===== src/rtl/mc_pkg.sv =====
// Shared encodings for the multicycle RV32I controller: FSM states, ALU ops,
// datapath mux selects and opcode constants.
package mc_pkg;

    typedef enum logic [3:0] {
        S_FETCH,
        S_DECODE,
        S_MEMADR,
        S_MEMREAD,
        S_MEMWB,
        S_MEMWRITE,
        S_EXECR,
        S_EXECI,
        S_ALUWB,
        S_BRANCH,
        S_JAL,
        S_TRAP
    } state_t;

    localparam logic [2:0] ALU_ADD = 3'b000;
    localparam logic [2:0] ALU_SUB = 3'b001;
    localparam logic [2:0] ALU_AND = 3'b010;
    localparam logic [2:0] ALU_OR  = 3'b011;
    localparam logic [2:0] ALU_XOR = 3'b100;
    localparam logic [2:0] ALU_SLT = 3'b101;
    localparam logic [2:0] ALU_SLL = 3'b110;
    localparam logic [2:0] ALU_SRL = 3'b111;

    localparam logic [1:0] ASEL_PC    = 2'b00;
    localparam logic [1:0] ASEL_OLDPC = 2'b01;
    localparam logic [1:0] ASEL_RS1   = 2'b10;

    localparam logic [1:0] BSEL_RS2  = 2'b00;
    localparam logic [1:0] BSEL_IMM  = 2'b01;
    localparam logic [1:0] BSEL_FOUR = 2'b10;

    localparam logic [1:0] RES_ALUOUT  = 2'b00;
    localparam logic [1:0] RES_MEMDATA = 2'b01;
    localparam logic [1:0] RES_ALU     = 2'b10;

    localparam logic [1:0] IMM_I = 2'b00;
    localparam logic [1:0] IMM_S = 2'b01;
    localparam logic [1:0] IMM_B = 2'b10;
    localparam logic [1:0] IMM_J = 2'b11;

    localparam logic [6:0] OP_LW  = 7'b0000011;
    localparam logic [6:0] OP_SW  = 7'b0100011;
    localparam logic [6:0] OP_R   = 7'b0110011;
    localparam logic [6:0] OP_I   = 7'b0010011;
    localparam logic [6:0] OP_BR  = 7'b1100011;
    localparam logic [6:0] OP_JAL = 7'b1101111;

    // funct3 011 (sltu) has no ALU op; the FSM traps before it is used.
    function automatic logic [2:0] alu_op_from_funct3(input logic [2:0] f3, input logic is_sub);
        logic [2:0] op;
        op = ALU_ADD;
        case (f3)
            3'b000:  op = is_sub ? ALU_SUB : ALU_ADD;
            3'b001:  op = ALU_SLL;
            3'b010:  op = ALU_SLT;
            3'b100:  op = ALU_XOR;
            3'b101:  op = ALU_SRL;
            3'b110:  op = ALU_OR;
            3'b111:  op = ALU_AND;
            default: op = ALU_ADD;
        endcase
        return op;
    endfunction

endpackage


===== src/rtl/mc_branch_cond.sv =====
// Branch-taken decision from funct3 and ALU flags of rs1-rs2.
// MC_FULL_BRANCH_EN selects the full condition set; otherwise only beq can be taken.
module mc_branch_cond (
    input  logic [2:0] i_funct3,
    input  logic       i_n,
    input  logic       i_z,
    input  logic       i_c,
    input  logic       i_v,
    output logic       o_taken
);

`ifdef MC_FULL_BRANCH_EN
    always_comb begin
        o_taken = 1'b0;
        case (i_funct3)
            3'b000:  o_taken = i_z;
            3'b001:  o_taken = !i_z;
            3'b100:  o_taken = i_n ^ i_v;
            3'b101:  o_taken = !(i_n ^ i_v);
            3'b110:  o_taken = !i_c;
            3'b111:  o_taken = i_c;
            default: o_taken = 1'b0;
        endcase
    end
`else
    logic w_unused_flags;

    assign w_unused_flags = ^{i_n, i_c, i_v};
    assign o_taken        = (i_funct3 == 3'b000) & i_z;
`endif

endmodule


===== src/rtl/multicycle_controller.sv =====
// Sequencing FSM for the multicycle RV32I core (shared ALU, unified memory port).
// MC_FULL_BRANCH_EN enables all six branch conditions and traps funct3 010/011.
//   state    | meaning
//   FETCH    | read instr at PC, PC <= PC+4 when memory ready
//   DECODE   | ALUOut <= OldPC+imm, dispatch on opcode
//   MEMADR   | ALUOut <= rs1+imm
//   MEMREAD  | read data at ALUOut until ready
//   MEMWB    | rd <= mem data
//   MEMWRITE | write data at ALUOut until ready
//   EXECR/I  | ALUOut <= rs1 op rs2/imm
//   ALUWB    | rd <= ALUOut
//   BRANCH   | compare rs1-rs2, PC <= target if taken
//   JAL      | PC <= target, ALUOut <= OldPC+4
//   TRAP     | unsupported instruction, held until reset
module multicycle_controller
    import mc_pkg::*;
(
    input  logic       clk,
    input  logic       reset,
    input  logic [6:0] opcode,
    input  logic [2:0] funct3,
    input  logic       funct7b5,
    input  logic       N,
    input  logic       Z,
    input  logic       C,
    input  logic       V,
    input  logic       mem_ready,
    output logic       pc_wren,
    output logic       ir_wren,
    output logic       dmem_wren,
    output logic       regfile_wren,
    output logic       adr_sel,
    output logic [1:0] ALU_asel,
    output logic [1:0] ALU_bsel,
    output logic [1:0] result_sel,
    output logic [1:0] ximm_sel,
    output logic [2:0] ALU_control,
    output logic       instr_done,
    output logic       illegal
);

    state_t r_state;
    state_t w_next;
    logic   w_taken;

    mc_branch_cond u_branch_cond (
        .i_funct3 (funct3),
        .i_n      (N),
        .i_z      (Z),
        .i_c      (C),
        .i_v      (V),
        .o_taken  (w_taken)
    );

    always_ff @(posedge clk) begin
        if (reset) r_state <= S_FETCH;
        else       r_state <= w_next;
    end

    always_comb begin
        w_next       = r_state;
        pc_wren      = 1'b0;
        ir_wren      = 1'b0;
        dmem_wren    = 1'b0;
        regfile_wren = 1'b0;
        adr_sel      = 1'b0;
        ALU_asel     = ASEL_PC;
        ALU_bsel     = BSEL_RS2;
        result_sel   = RES_ALUOUT;
        ximm_sel     = IMM_I;
        ALU_control  = ALU_ADD;
        instr_done   = 1'b0;
        illegal      = 1'b0;

        case (r_state)
            S_FETCH: begin
                ALU_asel   = ASEL_PC;
                ALU_bsel   = BSEL_FOUR;
                result_sel = RES_ALU;
                if (mem_ready) begin
                    ir_wren = 1'b1;
                    pc_wren = 1'b1;
                    w_next  = S_DECODE;
                end
            end
            S_DECODE: begin
                ALU_asel = ASEL_OLDPC;
                ALU_bsel = BSEL_IMM;
                if (opcode == OP_BR)       ximm_sel = IMM_B;
                else if (opcode == OP_JAL) ximm_sel = IMM_J;
                case (opcode)
                    OP_LW, OP_SW: w_next = S_MEMADR;
                    OP_R:         w_next = S_EXECR;
                    OP_I:         w_next = S_EXECI;
`ifdef MC_FULL_BRANCH_EN
                    OP_BR:        w_next = (funct3[2:1] == 2'b01) ? S_TRAP : S_BRANCH;
`else
                    OP_BR:        w_next = S_BRANCH;
`endif
                    OP_JAL:       w_next = S_JAL;
                    default:      w_next = S_TRAP;
                endcase
            end
            S_MEMADR: begin
                ALU_asel = ASEL_RS1;
                ALU_bsel = BSEL_IMM;
                ximm_sel = (opcode == OP_SW) ? IMM_S : IMM_I;
                w_next   = (opcode == OP_SW) ? S_MEMWRITE : S_MEMREAD;
            end
            S_MEMREAD: begin
                adr_sel = 1'b1;
                if (mem_ready) w_next = S_MEMWB;
            end
            S_MEMWB: begin
                result_sel   = RES_MEMDATA;
                regfile_wren = 1'b1;
                instr_done   = 1'b1;
                w_next       = S_FETCH;
            end
            S_MEMWRITE: begin
                adr_sel   = 1'b1;
                dmem_wren = 1'b1;
                if (mem_ready) begin
                    instr_done = 1'b1;
                    w_next     = S_FETCH;
                end
            end
            S_EXECR, S_EXECI: begin
                ALU_asel    = ASEL_RS1;
                ALU_bsel    = (r_state == S_EXECR) ? BSEL_RS2 : BSEL_IMM;
                ALU_control = alu_op_from_funct3(funct3, (r_state == S_EXECR) && funct7b5);
                w_next      = (funct3 == 3'b011) ? S_TRAP : S_ALUWB;
            end
            S_ALUWB: begin
                result_sel   = RES_ALUOUT;
                regfile_wren = 1'b1;
                instr_done   = 1'b1;
                w_next       = S_FETCH;
            end
            S_BRANCH: begin
                ALU_asel    = ASEL_RS1;
                ALU_bsel    = BSEL_RS2;
                ALU_control = ALU_SUB;
                pc_wren     = w_taken;
                instr_done  = 1'b1;
                w_next      = S_FETCH;
            end
            S_JAL: begin
                pc_wren  = 1'b1;
                ALU_asel = ASEL_OLDPC;
                ALU_bsel = BSEL_FOUR;
                w_next   = S_ALUWB;
            end
            S_TRAP: begin
                illegal = 1'b1;
            end
            default: w_next = S_FETCH;
        endcase

        // Reset overrides everything that could commit architectural state.
        if (reset) begin
            pc_wren      = 1'b0;
            ir_wren      = 1'b0;
            dmem_wren    = 1'b0;
            regfile_wren = 1'b0;
            instr_done   = 1'b0;
            w_next       = S_FETCH;
        end
    end

endmodule

===== config.mk =====
export PLATFORM = sky130hd
export DESIGN_NAME = multicycle_controller
export DESIGN_NICKNAME = d
export VERILOG_FILES = /design/src/rtl/mc_pkg.sv /design/src/rtl/mc_branch_cond.sv /design/src/rtl/multicycle_controller.sv
export SDC_FILE = /design/constraint.sdc
export NUM_CORES = 1
export LEC_CHECK = 0
export CORE_UTILIZATION = 43
export CTS_BUF_LIST = sky130_fd_sc_hd__clkbuf_2 sky130_fd_sc_hd__clkbuf_4 sky130_fd_sc_hd__clkbuf_8
export DETAILED_ROUTE_END_ITERATION = 6
export GPL_TIMING_DRIVEN = 1
export PLACE_DENSITY = 0.86
export SYNTH_ARGS = -nofsm -noshare
export SYNTH_HDL_FRONTEND = slang
export SYNTH_HIERARCHICAL = 1
export SYNTH_SLANG_ARGS = --single-unit
export TNS_END_PERCENT = 10

===== constraint.sdc =====
create_clock -name clk -period 4.09 [get_ports clk]
set_clock_uncertainty 0.1 [all_clocks]
set_input_delay 0.409 -clock clk [delete_from_list [all_inputs] [get_ports clk]]
set_output_delay 0.409 -clock clk [all_outputs]
set_load 0.02 [all_outputs]

=== Word-level counts from Yosys, hierarchy flattened ===
Cells that the tools add are included.

* Word-level logic and storage cells: 74
* Input port bits: 18
* Register bits: 4
* Output and inout port bits: 18

* Reduce and logical (&&, ||, !) cells: 13
* Muxes and demuxes: 31
* Bitwise logic cells: 2
* Eq/ne operators: 27

{| class="wikitable"
|+ Operators by type and width
! cell !! number
|-
| one-hot mux 4 bit (8 select lines) || 1
|-
| one-hot mux 3 bit (7 select lines) || 1
|-
| one-hot mux 4 bit (5 select lines) || 1
|-
| == test 4 x 3 -> 1 bit (second input constant) || 4
|-
| == test 4 bit (second input constant) || 4
|-
| == test 7 x 6 -> 1 bit (second input constant) || 2
|-
| == test 7 bit (second input constant) || 2
|-
| 2-to-1 mux 1 bit || 14
|-
| OR reduction 2 bit || 7
|-
| == test 3 bit (second input constant) || 4
|-
| 2-to-1 mux 4 bit || 3
|-
| one-hot mux 2 bit (2 select lines) || 3
|-
| == test 4 x 2 -> 1 bit (second input constant) || 2
|-
| == test 7 x 2 -> 1 bit (second input constant) || 1
|-
| == test 7 x 5 -> 1 bit (second input constant) || 1
|-
| == test 3 x 2 -> 1 bit (second input constant) || 2
|-
| 2-to-1 mux 2 bit || 3
|-
| != test 2 bit (second input constant) || 3
|-
| one-hot mux 2 bit (3 select lines) || 1
|-
| one-hot mux 3 bit (2 select lines) || 1
|-
| == test 4 x 1 -> 1 bit (second input constant) || 1
|-
| zero test 4 bit || 1
|-
| AND reduction 4 bit || 1
|-
| OR reduction 4 bit || 1
|-
| 9 further kinds || 9
|}

=== Longest topological paths before layout ===
Gate-level depths: netlist (run 1).

* Word-level depth: 5
* Mapped depth: 6
* Depth with buffers taken out: 5

=== Hierarchy ===
The synthesis (run 1) kept the hierarchy.

{| class="wikitable"
|+ By module, submodules not included
! module !! area each (µm²) !! cells each !! instances
|-
| multicycle_controller || 669.4 || 102 || 1
|-
| mc_branch_cond || 15.0 || 1 || 1
|}

=== Worst setup path before layout (run 1) ===
Ideal clock, no wire load.

* Path type: flip-flop to output port
* Start: register r_state[2]
* End: output port ir_wren
* Cell stages (with the launch flop): 5
* Data arrival time: 1.793 ns
* Setup slack: 1.788 ns
* Buffers on the path: 2
* Path through: dfxtp_1 -> buf_2 -> clkbuf_1 -> nor4_1 -> and3b_1

* Cells in the longest elaborated chain, start to end: 3

{| class="wikitable"
|+ Ends and longest elaborated chain
! element !! RTL line !! source
|-
| start: declaration || multicycle_controller.sv:42 || <nowiki>state_t r_state;</nowiki>
|-
| start signal: assignment || multicycle_controller.sv:57 || <nowiki>else r_state <= w_next;</nowiki>
|-
| zero test 4 bit || multicycle_controller.sv:75 || <nowiki>case (r_state)</nowiki>
|-
| 2-to-1 mux 1 bit || multicycle_controller.sv:75 ||
|-
| 2-to-1 mux 1 bit || multicycle_controller.sv:161 || <nowiki>if (reset) begin</nowiki>
|-
| end: declaration || multicycle_controller.sv:29 || <nowiki>output logic ir_wren,</nowiki>
|}

No other way between the ends.

=== Worst setup path after layout (run 1) ===
* Start: register r_state[0]
* End: output port ximm_sel[0]

* Cells in the longest elaborated chain, start to end: 2

{| class="wikitable"
|+ Ends and longest elaborated chain
! element !! RTL line !! source
|-
| == test 4 x 2 -> 1 bit or == test 4 x 1 -> 1 bit (tied branches) || multicycle_controller.sv:75 ||
|-
| one-hot mux 2 bit (2 select lines) * || multicycle_controller.sv:75 ||
|-
| end: declaration || multicycle_controller.sv:36 || <nowiki>output logic [1:0] ximm_sel,</nowiki>
|}

Every way passes the cells marked *; elsewhere a longest branch is shown, timed or not.

==> flow_summary.json, run 1 <==
{
  "min_period_ps": 2970,
  "status": "finished clean",
  "synth-seq-area-share_pct": 11.7,
  "die-area_um2": 1760,
  "clockBufferDepth": 2,
  "whs_path_depth": 2,
  "cap_violations": 0,
  "die_h_um": 41.9,
  "rr_endpoint": "r_state[2]$_SDFFE_PP0P_",
  "coreArea_um2": 1490,
  "synth_top_area_share_pct": 11.7,
  "async_reset_ff_share_pct": 0,
  "viasPerCell": 5.84,
  "rows": 14,
  "syn2layout_area_growth_pct": 47.0,
  "p_leak_nw": 0.336,
  "largest_register": "r_state",
  "synth.distinct_cells": 37,
  "synth_nets": 121,
  "hpwlAfterDp_mm": 1.38,
  "cts_num_sinks": 4,
  "antenna_found_initial": 0,
  "worstSetupEndpointType": "output port",
  "io_pins": 36,
  "ant_nets": 0,
  "gp_congestion": 0.785,
  "root_buffer": "clkbuf_4",
  "critPathMaxFanout": 18,
  "num_antenna_cells": 0,
  "max_freq_mhz": 336,
  "track_usage_pct": 23.9,
  "placed_cell_area_um2": 983,
  "synthCells": 103,
  "vias": 847,
  "grt_pass1_wl_mm": 3.22,
  "yosysTopAreaCell": "dfxtp_1",
  "stdcell_area_um2": 1010,
  "worst_ep_arrival_time_ps": 2460,
  "crit_required_ps": 3580,
  "setup_viol": 0,
  "peakVddDrop_v": 0.000255,
  "yosys-top-cells-area": "dfxtp_1 (12%), nand2b_1 (8.2%), a21oi_1 (6.6%), nor2b_1 (6.4%), nor2_1 (6.0%)",
  "cp-start-kind": "register",
  "path_clk_slew_ps": 40,
  "synth-main-ff-cell": "dfxtp_1",
  "reg2regPathDepth": 4,
  "ys_ff_latch": 4,
  "dr.pass1.iters": 4,
  "fin_ws_ps": 1120,
  "fin_crit_sh_pct": 72.7,
  "postCtsSetupRepairBufs": 0,
  "totalPowerFinal_w": 0.000481,
  "tightest_slew_ps": 654,
  "drive_above_1_share_pct": 6.98,
  "cts_made_buffers": 3,
  "insertion_delay_ps": 240,
  "rsz0062_at_grt": "no",
  "largest_register_ffs": 4,
  "slew_violations": 0,
  "synth_edf_count": 0,
  "hold_violations": 0,
  "r2r_slack_ps": 2060,
  "syn_area_um2": 684,
  "post-route-drc-count": 0,
  "ctsResizeCount": 0,
  "wire_per_inst_um": 12.8,
  "start_util_pct": 46.0,
  "fin_nets": 149,
  "syn_avg_cell_area_um2": 6.64,
  "dieWidth_um": 41.9,
  "cts_tree": "yes",
  "whs_endpoint": "r_state[1]$_SDFFE_PP0P_",
  "finalSetupTns_ps": 0,
  "worst_slew_margin_rel_pct": 56.3,
  "worstHoldStart": "r_state[0]$_SDFFE_PP0P_",
  "htreeDepth": 1,
  "r2r-start": "r_state[1]$_SDFFE_PP0P_",
  "critPathKind": "reg2out",
  "first_iter_violations": 22,
  "dpl_worst_slack_ps": 1230,
  "post-route-util_pct": 67.6,
  "io_buffer_count": 32,
  "postCtsHoldBufs": 0,
  "globalRouteOverflowTotal": 0,
  "wirelength_mm": 1.86,
  "grt_pass1_vias": 740,
  "grt_max_degree": 22,
  "power_density_nw_per_um2": 478,
  "yosysWarnings": 6,
  "hold_class": "reg2reg",
  "largestRegisters": "r_state (4)"
}
metal layers:
layer | share of wire (%) | wire length, um | vias up | track usage, %
li1 | - | - | 429 | -
met3 | 6.1 | 114 | 2 | 8.26
met1 | 43 | 790 | 378 | 27.0
met2 | 50 | 931 | 38 | 40.0
met5 | 0 | 0 | - | 0
met4 | 1.1 | 21 | 0 | 11.0
worst max path at each step:
stage                                 start     endpoint  slack, ps
floorplan           r_state[2]$_SDFFE_PP0P_      ir_wren       1790
global placement                  funct3[1]      pc_wren       1260
detailed placement                funct3[1]      pc_wren       1230
CTS                 r_state[0]$_SDFFE_PP0P_  ximm_sel[0]       1130
global route        r_state[0]$_SDFFE_PP0P_  ximm_sel[0]        910
finish              r_state[0]$_SDFFE_PP0P_  ximm_sel[0]       1120
per-stage QoR:
stage          hold WS (ps)  std cells
3_5_place_dp            664        142
5_1_grt                 736        145
3_3_place_gp            664        142
2_1_floorplan           523        103
4_1_cts                 673        145
6_report                689        145
area by class of cell:
| type | count | area [um2] |
|---|---|---|
| Multi-Input combinational cell | 89 | 559 |
| Timing Repair Buffer | 32 | 320 |
| Tap cell | 16 | 20.0 |
| Fill cell | 134 | 483 |
| Clock buffer | 3 | 22.5 |
| Inverter | 1 | 3.75 |
| Sequential cell | 4 | 80.1 |
cells in the mapped netlist (all sizes together), types with 4 or more instances:
cell type  instances
nor2              11
a21oi              9
nand2b             9
nand3              7
nor2b              7
nor3               7
o21ai              7
buf                5
clkbuf             4
dfxtp              4
nand2              4
xnor2              4
placed cells by master, fill, tap and decap left out, types with 2 or more instances in the layout:
master           Yosys  routed
nor2_1              11      11
clkbuf_4             0       3
a31oi_1              2       2
nand2_1              4       4
xnor2_1              4       4
a22oi_1              2       2
dfxtp_1              4       4
nor4_1               2       2
and3_1               2       2
nand3_1              6       6
o21ai_1              2       2
or3_1                2       2
nand2b_1             9       9
o21ai_0              5       5
nor2b_1              7       7
clkdlybuf4s50_1      0      32
nor3_1               6       6
a21oi_1              9       9
critical path, stage by stage, from the launching register on:
cell             delay (ps)
dfxtp_1                 710
nand2b_1                260
nor3_1                  350
nand4_1                 140
a21oi_1                 150
clkdlybuf4s50_1         620
where the power goes:
part / internal (W) / total [W] / leakage [nW] / switching, W
logic: 0.000163 / 0.000322 / 0.290 / 0.000158
clock network: 0.0000330 / 0.0000521 / 0.0138 / 0.0000191
registers: 0.0000505 / 0.000107 / 0.0328 / 0.0000568
total: 0.000247 / 0.000481 / 0.336 / 0.000234
logic make-up (layout without fill, tap and decap cells):
logic type             count (synthesis)  in the layout  share of synthesized area (%)
multiplexers                           1              1                           1.46
AND/OR/NAND/NOR                       57             57                           49.5
flip-flops                             4              4                           11.7
buffers and inverters                 10             36                           6.58
AO/OA/AOI/OAI                         26             26                           24.3
XOR/XNOR                               5              5                           6.40
Note: power is estimated with default switching activity, not from simulation.
==> run 2: changes to the inputs <==
--- a/config.mk
+++ b/config.mk
@@ -5,11 +5,11 @@
 export SDC_FILE = /design/constraint.sdc
 export NUM_CORES = 1
 export LEC_CHECK = 0
-export CORE_UTILIZATION = 43
+export CORE_UTILIZATION = 40
 export CTS_BUF_LIST = sky130_fd_sc_hd__clkbuf_2 sky130_fd_sc_hd__clkbuf_4 sky130_fd_sc_hd__clkbuf_8
 export DETAILED_ROUTE_END_ITERATION = 6
 export GPL_TIMING_DRIVEN = 1
-export PLACE_DENSITY = 0.86
+export PLACE_DENSITY = 0.8
 export SYNTH_ARGS = -nofsm -noshare
 export SYNTH_HDL_FRONTEND = slang
 export SYNTH_HIERARCHICAL = 1
==> constraint.sdc (replaced) <==
create_clock -name clk -period 2.75 [get_ports clk]
set_clock_uncertainty 0.1 [all_clocks]
set_input_delay 0.275 -clock clk [delete_from_list [all_inputs] [get_ports clk]]
set_output_delay 0.275 -clock clk [all_outputs]
set_load 0.02 [all_outputs]
==> flow_summary.json, run 2 (synthesis gave the netlist of run 1 again) <==
{
  "status": "finished, violations left",
  "violations": "design-rule violations",
  "wire_per_inst_um": 13.4,
  "cp_cell_sequence": "nor2b_1 -> nor2_1 -> nor4_1 -> clkdlybuf4s50_1",
  "mostFrequentLayoutCell": "clkdlybuf4s50_1",
  "clockBufferDepth": 2,
  "die_h_um": 43.4,
  "placed_cell_area_um2": 1010,
  "top_layer": "met4",
  "wl_met2_mm": 1.03,
  "track_usage_pct": 24.3,
  "largestRegisters": "r_state (4)",
  "critPathMaxFanout": 18,
  "hpwlAfterDp_mm": 1.53,
  "root_buffer": "clkbuf_4",
  "min_period_ps": 2540,
  "cp-start-kind": "register",
  "r2r_slack_ps": 850,
  "start_util_pct": 43.9,
  "antenna_found_initial": 0,
  "drive_above_1_share_pct": 9.77,
  "largest_register_ffs": 4,
  "finalSetupTns_ps": 0,
  "io_buffer_count": 32,
  "dr.pass1.iters": 6,
  "stdcell_area_um2": 1040,
  "insertion_delay_ps": 240,
  "htreeDepth": 1,
  "cts_num_sinks": 4,
  "cts_made_buffers": 3,
  "setup_viol": 0,
  "critPathBufInv": 1,
  "fin_nets": 153,
  "largest_register": "r_state",
  "coreArea_um2": 1560,
  "crit_path_start": "r_state[2]$_SDFFE_PP0P_",
  "cap_violations": 0,
  "hold_class": "reg2reg",
  "dr_wl_met3_um": 74,
  "grt_max_degree": 21,
  "syn2layout_area_growth_pct": 51.4,
  "totalPowerFinal_w": 0.000749,
  "dieWidth_um": 43.4,
  "worstSetupEndpointType": "output port",
  "rr_endpoint": "r_state[0]$_SDFFE_PP0P_",
  "fin_crit_sh_pct": 92.4,
  "max_freq_mhz": 393,
  "globalRouteOverflowTotal": 0,
  "gp_congestion": 0.773,
  "postCtsSetupRepairBufs": 0,
  "worst_slew_margin_rel_pct": 61.5,
  "worst-path-stages": 4,
  "io_pins": 36,
  "rsz0062_at_grt": "no",
  "post-route-drc-count": 2,
  "rows": 14,
  "peakVddDrop_v": 0.000416,
  "vias": 879,
  "power_density_nw_per_um2": 723,
  "mostFrequentLayoutCells": "clkdlybuf4s50_1 (32), nor2_1 (11), nand2b_1 (9), a21oi_1 (9), nor2b_1 (7)",
  "cts_tree": "yes",
  "p_leak_nw": 0.357,
  "instances_no_fill": 149,
  "cp-endpoint": "regfile_wren",
  "path_clk_slew_ps": 40,
  "hold_violations": 0,
  "crit_required_ps": 2380,
  "viasPerCell": 5.90,
  "grt_pass1_wl_mm": 3.51,
  "wirelength_mm": 1.99,
  "r2r-start": "r_state[2]$_SDFFE_PP0P_",
  "ant_nets": 0,
  "grt_pass1_vias": 844,
  "worst_ep_arrival_time_ps": 2170,
  "tightest_slew_ps": 577,
  "ctsResizeCount": 0,
  "slew_violations": 0,
  "post-route-util_pct": 66.5,
  "dp.cells": 146,
  "met1Wirelength_um": 865,
  "die-area_um2": 1880,
  "postCtsHoldBufs": 0,
  "first_iter_violations": 7,
  "slowest_stage": "dfxtp_1",
  "num_antenna_cells": 0,
  "critPathKind": "reg2out",
  "critPathMaxStageDelay_ps": 680,
  "reg2regPathDepth": 4,
  "cp_top_family": "flip-flops"
}
[run 2: worst min path at each step]
stage                                        from  slack [ps]  cells after the start                      end
after detailed placement  r_state[0]$_SDFFE_PP0P_         620                      3  r_state[1]$_SDFFE_PP0P_
final                     r_state[0]$_SDFFE_PP0P_         630                      3  r_state[1]$_SDFFE_PP0P_
after global routing      r_state[0]$_SDFFE_PP0P_         660                      3  r_state[1]$_SDFFE_PP0P_
after global placement    r_state[0]$_SDFFE_PP0P_         610                      3  r_state[1]$_SDFFE_PP0P_
after floorplan                         funct3[2]         390                      2  r_state[1]$_SDFFE_PP0P_
after CTS                 r_state[0]$_SDFFE_PP0P_         630                      3  r_state[1]$_SDFFE_PP0P_
[run 2: routing by layer]
metal / up-vias / track usage, %
li1: 443 / -
met1: 411 / 28.4
met2: 23 / 43.6
met3: 2 / 4.17
met4: 0 / 10.0
met5: - / 0
[run 2: cell type report]
cell class / count / area, um2
Tap cell: 16 / 20.0
Inverter: 1 / 3.75
Clock buffer: 3 / 22.5
Multi-Input combinational cell: 89 / 559
Timing Repair Buffer: 36 / 350
Fill cell: 133 / 523
Sequential cell: 4 / 80.1
[run 2: tightest hold or removal path, stage by stage, from the launching register on]
cell and delay [ps]:
dfxtp_1 300, buf_4 190, nand3_1 80, a31oi_1 90
[run 2: report_power, final]
group / total (W) / switching [W] / internal [W]
Clock: 0.0000770 / 0.0000279 / 0.0000491
Sequential: 0.000110 / 0.0000345 / 0.0000751
Combinational: 0.000563 / 0.000299 / 0.000263
Total: 0.000749 / 0.000362 / 0.000387
[run 2: metrics by stage]
step	worst slack, ps	hold WS (ps)
floorplan	582	389
global placement	316	611
detailed placement	300	622
CTS	211	627
global route	11.9	661
finish	208	629
==> run 3: changes to the inputs <==
--- a/config.mk
+++ b/config.mk
@@ -10,6 +10,7 @@
 export DETAILED_ROUTE_END_ITERATION = 6
 export GPL_TIMING_DRIVEN = 1
 export PLACE_DENSITY = 0.8
+export SKIP_LAST_GASP = 1
 export SYNTH_ARGS = -nofsm -noshare
 export SYNTH_HDL_FRONTEND = slang
 export SYNTH_HIERARCHICAL = 1
==> constraint.sdc (replaced) <==
create_clock -name clk -period 2.35 [get_ports clk]
set_clock_uncertainty 0.1 [all_clocks]
set_input_delay 0.235 -clock clk [delete_from_list [all_inputs] [get_ports clk]]
set_output_delay 0.235 -clock clk [all_outputs]
set_load 0.02 [all_outputs]
==> flow_summary.json, run 3 (synthesis gave the netlist of run 1 again) <==
{
  "path_clk_slew_ps": 40,
  "largestRegisters": "r_state (4)",
  "globalRouteOverflowTotal": 0,
  "wire_per_inst_um": 12.6,
  "postCtsSetupRepairBufs": 0,
  "dpl_worst_slack_ps": -3.55,
  "grt_pass1_vias": 746,
  "finalSetupTns_ps": 0,
  "insertion_delay_ps": 240,
  "worstSetupEndpointType": "output port",
  "root_buffer": "clkbuf_4",
  "fin_nets": 158,
  "cp-start-kind": "register",
  "mostFrequentLayoutCells": "clkdlybuf4s50_1 (30), nor2_1 (11), nand2b_1 (9), a21oi_1 (9), buf_4 (9)",
  "drive_above_1_share_pct": 14.5,
  "dr_wl_met3_um": 81,
  "num_antenna_cells": 0,
  "syn2layout_area_growth_pct": 57.4,
  "fin_crit_sh_pct": 96.3,
  "cts_num_sinks": 4,
  "gp_congestion": 0.761,
  "tightest_slew_ps": 390,
  "antenna_found_initial": 0,
  "ant_nets": 0,
  "hold_slack_ps": 564,
  "violations": "design-rule violations",
  "grt_max_degree": 21,
  "seqCellArea_um2": 82.6,
  "die-area_um2": 1880,
  "critPathKind": "reg2out",
  "cap_violations": 0,
  "setup_viol": 0,
  "largest_register": "r_state",
  "start_util_pct": 43.9,
  "min_period_ps": 2260,
  "peakVddDrop_v": 0.000579,
  "first_iter_violations": 29,
  "totalPowerFinal_w": 0.000889,
  "slew_violations": 0,
  "nFillCells": 141,
  "htreeDepth": 1,
  "hold_class": "reg2reg",
  "cts_tree": "yes",
  "top_layer": "met4",
  "cts_made_buffers": 3,
  "fin_ws_ps": 86.8,
  "stdcell_area_um2": 1080,
  "largest_register_ffs": 4,
  "io_buffer_count": 32,
  "grt_pass1_wl_mm": 3.12,
  "max_freq_mhz": 442,
  "postCtsHoldBufs": 0,
  "post-route-drc-count": 2,
  "rows": 14,
  "met1Wirelength_um": 842,
  "critPathMaxFanout": 4,
  "io_pins": 36,
  "crit_required_ps": 2020,
  "clockBufferDepth": 2,
  "wl_met2_um": 998,
  "multiInputGateArea_um2": 559,
  "vias": 889,
  "rsz0062_at_grt": "yes",
  "mostFrequentLayoutCell": "clkdlybuf4s50_1",
  "wirelength_mm": 1.95,
  "worst_slew_margin_rel_pct": 73.8,
  "ctsResizeCount": 1,
  "power_density_nw_per_um2": 826,
  "hpwlAfterDp_mm": 1.54,
  "track_usage_pct": 21.4,
  "worst_ep_arrival_time_ps": 1930,
  "status": "finished, violations left",
  "die_h_um": 43.4,
  "dieWidth_um": 43.4,
  "p_leak_nw": 0.405,
  "dr.pass1.iters": 6,
  "viasPerCell": 5.77,
  "coreArea_um2": 1560,
  "placed_cell_area_um2": 1050,
  "hold_violations": 0
}
-- run 3: cell types whose count changed in the layout (fill, tap and decap cells not counted), sizes merged --
| cell | delta |
|---|---|
| clkdlybuf4s50 | -2 |
| dlygate4sd2 | +1 |
| buf | +5 |
| dlymetal6s2s | +1 |
-- run 3: path summary, 6_finish.rpt --
check,end,depth (start not counted),start,slack (ps)
max,ximm_sel[0],5,r_state[3]$_SDFFE_PP0P_,90
max reg2reg,r_state[0]$_SDFFE_PP0P_,5,r_state[1]$_SDFFE_PP0P_,630
min,r_state[3]$_SDFFE_PP0P_,4,r_state[0]$_SDFFE_PP0P_,560
min reg2reg,r_state[3]$_SDFFE_PP0P_,4,r_state[0]$_SDFFE_PP0P_,560
-- run 3: through the flow --
step	util (%)	std cells
2_1_floorplan	-	103
3_3_place_gp	67.4	151
3_5_place_dp	67.4	151
4_1_cts	68.8	154
5_1_grt	69.1	154
6_report	69.1	154
-- run 3: final cells by class --
type / count / share of cell area [%]
Sequential cell: 4 / 7.67
Clock buffer: 3 / 2.09
Tap cell: 16 / 1.86
Multi-Input combinational cell: 89 / 51.9
Timing Repair Buffer: 41 / 36.1
Inverter: 1 / 0.348
-- run 3: power by group --
| group | switching (W) | internal (W) | total [W] |
|---|---|---|---|
| logic | 0.000361 | 0.000326 | 0.000686 |
| registers | 0.0000264 | 0.0000901 | 0.000117 |
| clock network | 0.0000294 | 0.0000572 | 0.0000867 |
| total | 0.000417 | 0.000473 | 0.000889 |
-- run 3: per-layer routing --
| layer | up-vias | global-route usage, % |
|---|---|---|
| li1 | 450 | - |
| met3 | 5 | 2.08 |
| met5 | - | 0 |
| met2 | 27 | 40.0 |
| met4 | 0 | 5.63 |
| met1 | 407 | 26.0 |
-- run 3: worst max-delay path, stage by stage (launching register included) --
cell	delay [ps]
dfxtp_1	290
nand2b_1	160
nor3_1	320
nand4_1	150
a21oi_1	150
clkdlybuf4s50_1	620
